### src/rtl/ser_frame_rx_pkg.sv
// Shared types, widths and helpers for the serial frame receiver.
package ser_rx_pkg;

    // Good-frame counter width.
    localparam int FRAME_CNT_W = 16;

    // Bits in one frame: address, data and an optional trailing parity bit.
    function automatic int frame_w(input int addr_w, input int data_w, input int parity_en);
        return addr_w + data_w + ((parity_en != 0) ? 1 : 0);
    endfunction

    // The bit counter must hold FRAME_W+1 so that over-length frames saturate
    // one above the legal length instead of wrapping back onto it.
    function automatic int cnt_w(input int frame_bits);
        return $clog2(frame_bits + 2);
    endfunction

    // Counter width for the default 3+16 bit frame without parity.
    localparam int CNT_W = cnt_w(frame_w(3, 16, 0));

    // Verdict on a frame at its closing RX_LOAD edge.
    typedef enum logic [1:0] {
        FRAME_NONE    = 2'd0,
        FRAME_GOOD    = 2'd1,
        FRAME_BAD_LEN = 2'd2,
        FRAME_BAD_PAR = 2'd3
    } frame_res_e;

endpackage

### src/rtl/ser_frame_rx_if.sv
// Serial link inputs and published frame outputs of the frame receiver.
interface ser_frame_rx_if #(
    parameter int ADDR_W = 3,
    parameter int DATA_W = 16
);
    import ser_rx_pkg::*;

    logic                          RX_DATA;
    logic                          RX_LOAD;
    logic [ADDR_W-1:0]             P_ADDR;
    logic [DATA_W-1:0]             P_DATA;
    logic                          P_ENA;
    logic                          ERR_LEN;
    logic                          ERR_PAR;
    logic [FRAME_CNT_W-1:0]        FRAME_CNT;
    logic [(2**ADDR_W)*DATA_W-1:0] REG_BANK;

    // Link side: drives the serial stream, observes the results.
    modport master (
        output RX_DATA, RX_LOAD,
        input  P_ADDR, P_DATA, P_ENA, ERR_LEN, ERR_PAR, FRAME_CNT, REG_BANK
    );

    // Receiver side.
    modport slave (
        input  RX_DATA, RX_LOAD,
        output P_ADDR, P_DATA, P_ENA, ERR_LEN, ERR_PAR, FRAME_CNT, REG_BANK
    );

endinterface

### src/rtl/ser_frame_rx_shift_core.sv
// Shift register, saturating bit counter and RX_LOAD rising-edge detect.
// Presents the received payload, parity bit and a length check so the
// parent can judge the frame in the cycle of the closing edge.
module ser_shift_core
    import ser_rx_pkg::*;
#(
    parameter int PAYLOAD_W = 19,
    parameter int FRAME_W   = 19,
    parameter int MSB_FIRST = 1,
    parameter int PARITY_EN = 0
) (
    input  logic                 clk,
    input  logic                 rst,
    input  logic                 rx_data,
    input  logic                 rx_load,
    output logic                 frame_end,
    output logic [PAYLOAD_W-1:0] payload,
    output logic                 par_bit,
    output logic                 length_ok
);

    localparam int              BIT_CNT_W = cnt_w(FRAME_W);
    localparam logic [BIT_CNT_W-1:0] CNT_FRAME = BIT_CNT_W'(FRAME_W);
    localparam logic [BIT_CNT_W-1:0] CNT_SAT   = BIT_CNT_W'(FRAME_W + 1);

    logic [FRAME_W-1:0]   shift_q, shift_d;
    logic [BIT_CNT_W-1:0] bit_cnt_q, bit_cnt_d;
    logic                 load_q, load_d;

    // Only the first cycle of a high RX_LOAD closes a frame.
    assign frame_end = rx_load & ~load_q;
    assign length_ok = (bit_cnt_q == CNT_FRAME);

    // Next state: shift and count on data cycles, clear the count on a frame end.
    always_comb begin
        shift_d   = shift_q;
        bit_cnt_d = bit_cnt_q;
        load_d    = rx_load;
        if (!rx_load) begin
            if (MSB_FIRST != 0) begin
                shift_d = {shift_q[FRAME_W-2:0], rx_data};
            end else begin
                shift_d = {rx_data, shift_q[FRAME_W-1:1]};
            end
            if (bit_cnt_q != CNT_SAT) begin
                bit_cnt_d = bit_cnt_q + BIT_CNT_W'(1);
            end
        end else if (frame_end) begin
            bit_cnt_d = '0;
        end
    end

    // State registers with asynchronous clear.
    always_ff @(posedge clk or posedge rst) begin
        if (rst) begin
            shift_q   <= '0;
            bit_cnt_q <= '0;
            load_q    <= 1'b0;
        end else begin
            shift_q   <= shift_d;
            bit_cnt_q <= bit_cnt_d;
            load_q    <= load_d;
        end
    end

    // The parity bit is always the newest bit: bit 0 when shifting left,
    // the top bit when shifting right.
    generate
        if (MSB_FIRST != 0) begin : g_msb
            assign payload = shift_q[FRAME_W-1 -: PAYLOAD_W];
            assign par_bit = (PARITY_EN != 0) ? shift_q[0] : 1'b0;
        end else begin : g_lsb
            assign payload = shift_q[PAYLOAD_W-1:0];
            assign par_bit = (PARITY_EN != 0) ? shift_q[FRAME_W-1] : 1'b0;
        end
    endgenerate

endmodule

### src/rtl/ser_frame_rx.sv
// Serial frame receiver: judges each frame at its closing RX_LOAD edge,
// publishes good frames with a strobe and mirrors them into a register bank.
module ser_frame_rx
    import ser_rx_pkg::*;
#(
    parameter int ADDR_W     = 3,
    parameter int DATA_W     = 16,
    parameter int MSB_FIRST  = 1,
    parameter int PARITY_EN  = 0,
    parameter int PARITY_ODD = 0
) (
    input  logic           RX_CLK,
    input  logic           RST,
    ser_frame_rx_if.slave  bus
);

    localparam int   PAYLOAD_W = ADDR_W + DATA_W;
    localparam int   FRAME_W   = frame_w(ADDR_W, DATA_W, PARITY_EN);
    localparam int   NSLOT     = 2 ** ADDR_W;
    localparam logic ODD_BIT   = (PARITY_ODD != 0);

    logic                 frame_end;
    logic [PAYLOAD_W-1:0] payload;
    logic                 par_bit;
    logic                 length_ok;
    logic                 parity_ok;
    logic [ADDR_W-1:0]    frame_addr;
    logic [DATA_W-1:0]    frame_data;
    frame_res_e           frame_res;

    logic [ADDR_W-1:0]      p_addr_q, p_addr_d;
    logic [DATA_W-1:0]      p_data_q, p_data_d;
    logic                   p_ena_q, p_ena_d;
    logic                   err_len_q, err_len_d;
    logic                   err_par_q, err_par_d;
    logic [FRAME_CNT_W-1:0] frame_cnt_q, frame_cnt_d;
    logic [DATA_W-1:0]      bank_q [NSLOT];
    logic [DATA_W-1:0]      bank_d [NSLOT];

    ser_shift_core #(
        .PAYLOAD_W (PAYLOAD_W),
        .FRAME_W   (FRAME_W),
        .MSB_FIRST (MSB_FIRST),
        .PARITY_EN (PARITY_EN)
    ) u_core (
        .clk       (RX_CLK),
        .rst       (RST),
        .rx_data   (bus.RX_DATA),
        .rx_load   (bus.RX_LOAD),
        .frame_end (frame_end),
        .payload   (payload),
        .par_bit   (par_bit),
        .length_ok (length_ok)
    );

    assign frame_addr = payload[PAYLOAD_W-1 -: ADDR_W];
    assign frame_data = payload[DATA_W-1:0];
    assign parity_ok  = (PARITY_EN == 0) || (((^payload) ^ par_bit) == ODD_BIT);

    // Frame verdict: a length error takes precedence over a parity error.
    always_comb begin
        frame_res = FRAME_NONE;
        if (frame_end) begin
            if (!length_ok) begin
                frame_res = FRAME_BAD_LEN;
            end else if (!parity_ok) begin
                frame_res = FRAME_BAD_PAR;
            end else begin
                frame_res = FRAME_GOOD;
            end
        end
    end

    // Next values of the published outputs; strobes default low, data holds.
    always_comb begin
        p_addr_d    = p_addr_q;
        p_data_d    = p_data_q;
        p_ena_d     = 1'b0;
        err_len_d   = 1'b0;
        err_par_d   = 1'b0;
        frame_cnt_d = frame_cnt_q;
        bank_d      = bank_q;
        case (frame_res)
            FRAME_GOOD: begin
                p_addr_d           = frame_addr;
                p_data_d           = frame_data;
                p_ena_d            = 1'b1;
                frame_cnt_d        = frame_cnt_q + FRAME_CNT_W'(1);
                bank_d[frame_addr] = frame_data;
            end
            FRAME_BAD_LEN: err_len_d = 1'b1;
            FRAME_BAD_PAR: err_par_d = 1'b1;
            default: ;
        endcase
    end

    // Output registers and shadow bank, all cleared by reset.
    always_ff @(posedge RX_CLK or posedge RST) begin
        if (RST) begin
            p_addr_q    <= '0;
            p_data_q    <= '0;
            p_ena_q     <= 1'b0;
            err_len_q   <= 1'b0;
            err_par_q   <= 1'b0;
            frame_cnt_q <= '0;
            for (int k = 0; k < NSLOT; k++) begin
                bank_q[k] <= '0;
            end
        end else begin
            p_addr_q    <= p_addr_d;
            p_data_q    <= p_data_d;
            p_ena_q     <= p_ena_d;
            err_len_q   <= err_len_d;
            err_par_q   <= err_par_d;
            frame_cnt_q <= frame_cnt_d;
            bank_q      <= bank_d;
        end
    end

    assign bus.P_ADDR    = p_addr_q;
    assign bus.P_DATA    = p_data_q;
    assign bus.P_ENA     = p_ena_q;
    assign bus.ERR_LEN   = err_len_q;
    assign bus.ERR_PAR   = err_par_q;
    assign bus.FRAME_CNT = frame_cnt_q;

    // Flatten the bank so slot k sits at [k*DATA_W +: DATA_W].
    always_comb begin
        bus.REG_BANK = '0;
        for (int k = 0; k < NSLOT; k++) begin
            bus.REG_BANK[k*DATA_W +: DATA_W] = bank_q[k];
        end
    end

endmodule
### src/flat_wrapper.sv
// flat-port wrapper written by rule: the top's interface ports become plain ports
module ser_frame_rx_flat import ser_rx_pkg::*;
#(
    parameter int ADDR_W     = 3,
    parameter int DATA_W     = 16,
    parameter int MSB_FIRST  = 1,
    parameter int PARITY_EN  = 0,
    parameter int PARITY_ODD = 0
)
  (RX_CLK, RST, bus_RX_DATA, bus_RX_LOAD, bus_P_ADDR, bus_P_DATA, bus_P_ENA, bus_ERR_LEN, bus_ERR_PAR, bus_FRAME_CNT, bus_REG_BANK);
  ser_frame_rx_if #(.ADDR_W(ADDR_W), .DATA_W(DATA_W)) bus_i ();
  input  logic RX_CLK;
  input  logic RST;
  input wire logic [$bits(bus_i.RX_DATA)-1:0] bus_RX_DATA;
  input wire logic [$bits(bus_i.RX_LOAD)-1:0] bus_RX_LOAD;
  output wire logic [$bits(bus_i.P_ADDR)-1:0] bus_P_ADDR;
  output wire logic [$bits(bus_i.P_DATA)-1:0] bus_P_DATA;
  output wire logic [$bits(bus_i.P_ENA)-1:0] bus_P_ENA;
  output wire logic [$bits(bus_i.ERR_LEN)-1:0] bus_ERR_LEN;
  output wire logic [$bits(bus_i.ERR_PAR)-1:0] bus_ERR_PAR;
  output wire logic [$bits(bus_i.FRAME_CNT)-1:0] bus_FRAME_CNT;
  output wire logic [$bits(bus_i.REG_BANK)-1:0] bus_REG_BANK;
  assign bus_i.RX_DATA = bus_RX_DATA;
  assign bus_i.RX_LOAD = bus_RX_LOAD;
  assign bus_P_ADDR = bus_i.P_ADDR;
  assign bus_P_DATA = bus_i.P_DATA;
  assign bus_P_ENA = bus_i.P_ENA;
  assign bus_ERR_LEN = bus_i.ERR_LEN;
  assign bus_ERR_PAR = bus_i.ERR_PAR;
  assign bus_FRAME_CNT = bus_i.FRAME_CNT;
  assign bus_REG_BANK = bus_i.REG_BANK;
  ser_frame_rx #(.ADDR_W(ADDR_W), .DATA_W(DATA_W), .MSB_FIRST(MSB_FIRST), .PARITY_EN(PARITY_EN), .PARITY_ODD(PARITY_ODD)) u_core (.RX_CLK(RX_CLK), .RST(RST), .bus(bus_i));
endmodule
### config.mk
export PLATFORM = sky130hd
export DESIGN_NAME = ser_frame_rx_flat
export DESIGN_NICKNAME = d
export VERILOG_FILES = /design/src/rtl/ser_frame_rx_pkg.sv /design/src/rtl/ser_frame_rx_if.sv /design/src/rtl/ser_frame_rx_shift_core.sv /design/src/rtl/ser_frame_rx.sv /design/src/flat_wrapper.sv
export SDC_FILE = /design/constraint.sdc
export NUM_CORES = 1
export LEC_CHECK = 0
export ABC_CLOCK_PERIOD_IN_PS = 5430
export BUFFER_PORTS_ARGS = -buffer_cell sky130_fd_sc_hd__buf_2
export CORE_MARGIN = 3
export CORE_UTILIZATION = 53
export CTS_CLUSTER_SIZE = 14
export DETAILED_ROUTE_END_ITERATION = 6
export HOLD_SLACK_MARGIN = 0.15
export PLACE_DENSITY = 0.78
export SLEW_MARGIN = 20
export SYNTH_ARGS = -nofsm -noshare
export SYNTH_HDL_FRONTEND = slang
export SYNTH_HIERARCHICAL = 1
export SYNTH_SLANG_ARGS = --single-unit
### constraint.sdc
create_clock -name RX_CLK -period 5.43 [get_ports RX_CLK]
set_input_delay 0.543 -clock RX_CLK [delete_from_list [all_inputs] [get_ports RX_CLK]]
set_output_delay 0.543 -clock RX_CLK [all_outputs]
set_load 0.01 [all_outputs]
# --- Word level (Yosys, flattened, before mapping) ---
# Cells that the tools add are included.
op_classes:
  addsub: 2
  muxes: 11
  n_lt_le_gt_ge: 2
  reduce_logical: 3
  n_eq_ne: 6
  bitwise_logic: 3
op_table:
  columns: ["op", "count"]
  rows:
  - ["$bwmux W128", 1]
  - ["$demux W16 S3", 1]
  - ["$add A16 B1 Y16 const B", 1]
  - ["$mux W16", 1]
  - ["$mux W5", 3]
  - ["$add A5 B1 Y5 const B", 1]
  - ["$eq A5 B5 Y1 const B", 1]
  - ["$ne A5 B5 Y1 const B", 1]
  - ["$eq A2 B2 Y1 const B", 2]
  - ["$ge A4 B4 Y1 const B", 1]
  - ["$lt A4 B1 Y1 const B", 1]
  - ["$mux W2", 2]
  - ["$not A3 Y4", 1]
  - ["$mux W1", 3]
  - ["$eq A2 B1 Y1 const B", 1]
  - ["$ne A2 B1 Y1 const B", 1]
  - ["$reduce_and A2 Y1", 1]
  - ["$reduce_bool A2 Y1", 1]
  - ["$and A1 B1 Y1", 1]
  - ["$logic_and A1 B1 Y1", 1]
  - ["$not A1 Y1", 1]
word_totals:
  regBits: 191
  wordCells: 44
  inputBits: 4

# --- Longest topological paths before layout ---
depth:
  depth_word: 6
  ltp_mapped: 10
  mapped_depth_nobuf: 7

# --- Hierarchy ---
# The synthesis kept the hierarchy.
modules_own_cells:
  columns: ["mod", "instances", "cells_each", "seq_area_each_um2", "area_each_um2"]
  rows:
  - ["ser_frame_rx", 1, 425, 4154.0, 6336.1]
  - ["ser_shift_core", 1, 76, 625.6, 1056.0]

# --- Least setup slack after synthesis ---
# No wires, ideal clock.
synth_path:
  path_type: "in2reg"
  start: "in bus_RX_LOAD"
  end: "reg u_core.bank_q (netlist bit u_core/bus.REG_BANK[64])"
  setup_slack_ns: 3.249
  arrival_time_ns: 2.056
  required_ns: 5.305
  cell_stages: 10
  path_cell_list: "buf_4 nand2b_1 inv_1 nand2_4 clkinv_2 nand2_4 or3_1 buf_6 buf_8 mux2_4"
synth_between:
  elab_chain_cells: 3
synth_lines:
  columns: ["element", "line_no", "source"]
  rows:
  - ["start: declaration", "flat_wrapper.sv:15", "input wire logic [$bits(bus_i.RX_LOAD)-1:0] bus_RX_LOAD;"]
  - ["$and A1 B1 Y1", "ser_frame_rx_shift_core.sv:31", "assign frame_end = rx_load & ~load_q;"]
  - ["net u_core.frame_end", "ser_frame_rx.sv:22", "logic frame_end;"]
  - ["$mux W2", "ser_frame_rx.sv:63", "if (frame_end) begin"]
  - ["$eq A2 B1 Y1", "ser_frame_rx.sv:83", "case (frame_res)"]
  - ["end signal: assignment", "ser_frame_rx.sv:116", "bank_q <= bank_d;"]
  - ["end: declaration", "ser_frame_rx.sv:37", "logic [DATA_W-1:0] bank_q [NSLOT];"]
# The timed path passes the listed nets, and every way through them passes these cells.
# A chain may end at the register's enable or synchronous reset.

# --- Final worst setup path ---
layout_path:
  start: "reg u_core.u_core.bit_cnt_q[0]"
  end: "reg u_core.bank_q (netlist bit u_core/bus.REG_BANK[70])"
layout_between:
  elab_chain_cells: 4
layout_lines:
  columns: ["element", "line_no", "source"]
  rows:
  - ["start: declaration", "ser_frame_rx_shift_core.sv:27", "logic [BIT_CNT_W-1:0] bit_cnt_q, bit_cnt_d;"]
  - ["start signal: assignment", "ser_frame_rx_shift_core.sv:61", "bit_cnt_q <= bit_cnt_d;"]
  - ["$eq A5 B5 Y1", "ser_frame_rx_shift_core.sv:32", "assign length_ok = (bit_cnt_q == CNT_FRAME);"]
  - ["net u_core.length_ok", "ser_frame_rx.sv:25", "logic length_ok;"]
  - ["$mux W2", "ser_frame_rx.sv:64", "if (!length_ok) begin"]
  - ["$mux W2", "ser_frame_rx.sv:63", null]
  - ["$eq A2 B1 Y1", "ser_frame_rx.sv:83", null]
# The timed path passes the listed nets, and every way through them passes these cells.

==> flow_metrics.env <==
export IMPL_status="finished clean"
export IMPL_diodes=0
export IMPL_cts_buffers=17
export IMPL_path_common_cell="nand2_4"
export IMPL_hpwlAfterDp_um=11300
export IMPL_drive_above_1_share=0.534
export IMPL_vdd_drop_max_uv=226
export IMPL_max_freq_ghz=0.313
export IMPL_critPathLaunch="u_core/u_core/bit_cnt_q[0]"
export IMPL_root_buffer="clkbuf_16"
export IMPL_grt_max_degree=119
export IMPL_rrSetupSlack_ns=2.24
export IMPL_synth_area_um2=7380
export IMPL_maxSlewViolCount=0
export IMPL_yosys_warnings=6
export IMPL_crit_chain="ha_1 > and4bb_2 > nand2_4 > clkinv_2 > nand2_4 > or3_1 > mux2_2"
export IMPL_rsz0062_at_grt="no"
export IMPL_ctsResizeCount=0
export IMPL_totalPowerFinal_mw=3.33
export IMPL_slew_headroom=0.347
export IMPL_postSynthCellCount=499
export IMPL_worst_ep_arrival_time_ns=3.51
export IMPL_cpPeakStageDelay_ns=0.78
export IMPL_crit_path_end="u_core/bus.REG_BANK[70]"
export IMPL_hold_viol=0
export IMPL_overflow=0
export IMPL_tns_ns=0
export IMPL_die_area_um2=15400
export IMPL_p_leak_nw=5.11
export IMPL_route_vias_total=4601
export IMPL_h_tree_depth=4
export IMPL_antenna_found_initial=0
export IMPL_totalWireLength_um=17100
export IMPL_hold_path_class="in -> async"
export IMPL_wire_per_inst_um=19.8
export IMPL_skew_ns=0.00657
export IMPL_whs_ns=0.287
export IMPL_place_gp_congestion=0.819
export IMPL_timing_rr_end="u_core/bus.REG_BANK[70]"
export IMPL_grt_util_all_layers=0.238
export IMPL_drtIter0Drc=256
export IMPL_period_minus_slack_ns=3.19
export IMPL_critPathLaunchType="register"
export IMPL_worst_path_stages=7
export IMPL_ctsHoldBuffers=0
export IMPL_setup_viol=0
export IMPL_r2r_start="u_core/u_core/bit_cnt_q[0]"
export IMPL_syn_nets=506
export IMPL_worst_slew_pin_slew_ns=0.980
export IMPL_cts_setup_buffers=0
export IMPL_dr_pass1_iters=4
export IMPL_area_growth_pct=22.9
export IMPL_slowest_stage="or3_1"
export IMPL_core_area_um2=13500
export IMPL_post_route_drc_count=0
export IMPL_final_nets=681
export IMPL_grt_pass1_wl_um=27300
export IMPL_end_kind="register"
export IMPL_max_cap_violations=0
export IMPL_die_h_um=124
export IMPL_cp_num_buf_inv=1
export IMPL_cts_tree="yes"
export IMPL_fin_cells=863
export IMPL_worst_path_max_fanout=28
export IMPL_initial_core_util=0.549
export IMPL_clk_latency_ns=0.43
export IMPL_dp_cells=831
export IMPL_ant_nets=0
export IMPL_ff2ff_path_depth=7
export IMPL_dp_slack_ns=1.99
export IMPL_final_setup_worst_slack_ns=2.24
export IMPL_cp_data_required_time_ns=5.74
export IMPL_period_share=0.588
export IMPL_ios=170
export IMPL_power_density_nw_per_um2=367
export IMPL_avgSynthCellArea_um2=14.8
export IMPL_grt_pass1_vias=4909
export IMPL_port_buffer_count=169
export IMPL_cp_top_family="simple AND/OR/NAND/NOR gates"
export IMPL_cts_sinks=191
export IMPL_path_class="reg -> reg"
export IMPL_clockBufferDepth=2
export IMPL_clk_pin_slew_ns=0.07
export IMPL_rows=42
export IMPL_die_width_um=124
export IMPL_vias_per_cell=5.33
[worst min path at each step]
stage                          startpoint                         end  slack [ns]
2_1_floorplan  u_core/u_core/bit_cnt_q[3]  u_core/u_core/bit_cnt_q[3]        0.49
3_3_place_gp         u_core/bus.P_ADDR[0]        u_core/bus.P_ADDR[0]        0.46
3_5_place_dp         u_core/bus.P_ADDR[0]        u_core/bus.P_ADDR[0]        0.46
4_1_cts                       bus_RX_DATA    u_core/u_core/payload[0]        0.36
5_1_grt                               RST        u_core/bus.P_DATA[1]        0.34
6_report                              RST     u_core/bus.FRAME_CNT[4]        0.29
[per-stage QoR]
| step | utilization | area (µm²) |
|---|---|---|
| 2_1_floorplan | - | 7380 |
| 3_3_place_gp | 0.623 | 8380 |
| 3_5_place_dp | 0.623 | 8380 |
| 4_1_cts | 0.674 | 9070 |
| 5_1_grt | 0.674 | 9070 |
| 6_report | 0.674 | 9070 |
[state kept, by name, summed over array words and instances, names as in the netlist]
name,cells
u_core/bus.FRAME_CNT,16
u_core/bus.REG_BANK,128
u_core/u_core/payload,19
u_core/bus.P_DATA,16
u_core/u_core/load_q,1
u_core/u_core/bit_cnt_q,5
u_core/bus.ERR_LEN,1
u_core/bus.ERR_PAR,1
u_core/bus.P_ENA,1
u_core/bus.P_ADDR,3
[cell usage in the layout (no fill, tap or decap), types with 2 or more instances in the layout]
master,n
and3_1,2
buf_2,169
buf_4,4
bufinv_16,7
clkbuf_16,17
clkinv_2,4
clkinvlp_4,3
dfrtp_1,191
ha_1,3
inv_1,7
mux2_2,137
mux2_4,10
nand2_1,67
nand2_4,2
nand2b_1,3
nand3_1,4
nand4_1,6
nor2_1,4
nor2_2,3
nor3_2,3
o211ai_1,5
o21ai_0,2
or3_1,2
or4_1,3
xnor2_1,13
xor2_1,2
[worst reg2reg max path, cell delays in order, from the launching register on]
cell and delay (ns):
dfrtp_1 0.44, ha_1 0.29, and4bb_2 0.29, nand2_4 0.29, clkinv_2 0.37, nand2_4 0.21
or3_1 0.78, mux2_2 0.42
[power by group]
part	switching (mW)	leakage, nW	internal (mW)
clock	0.538	0.329	0.909
combinational	0.0828	2.16	0.0835
sequential	0.217	2.62	1.50
total	0.838	5.11	2.49
[per-layer routing]
metal	GRT usage	share of wire
met5	0	0
met4	0.0767	0.014
met2	0.381	0.49
met3	0.0727	0.074
met1	0.315	0.42
[area by class of cell]
cell class / instances / area (µm²)
sequential: 191 / 4780
timing repair buffer: 173 / 876
clock buffer: 17 / 425
clock inverter: 15 / 265
multi-input combinational: 282 / 2460
inverter: 9 / 42.5
fill: 974 / 4380
tap: 176 / 220
Power figures use the tool's default switching activity.
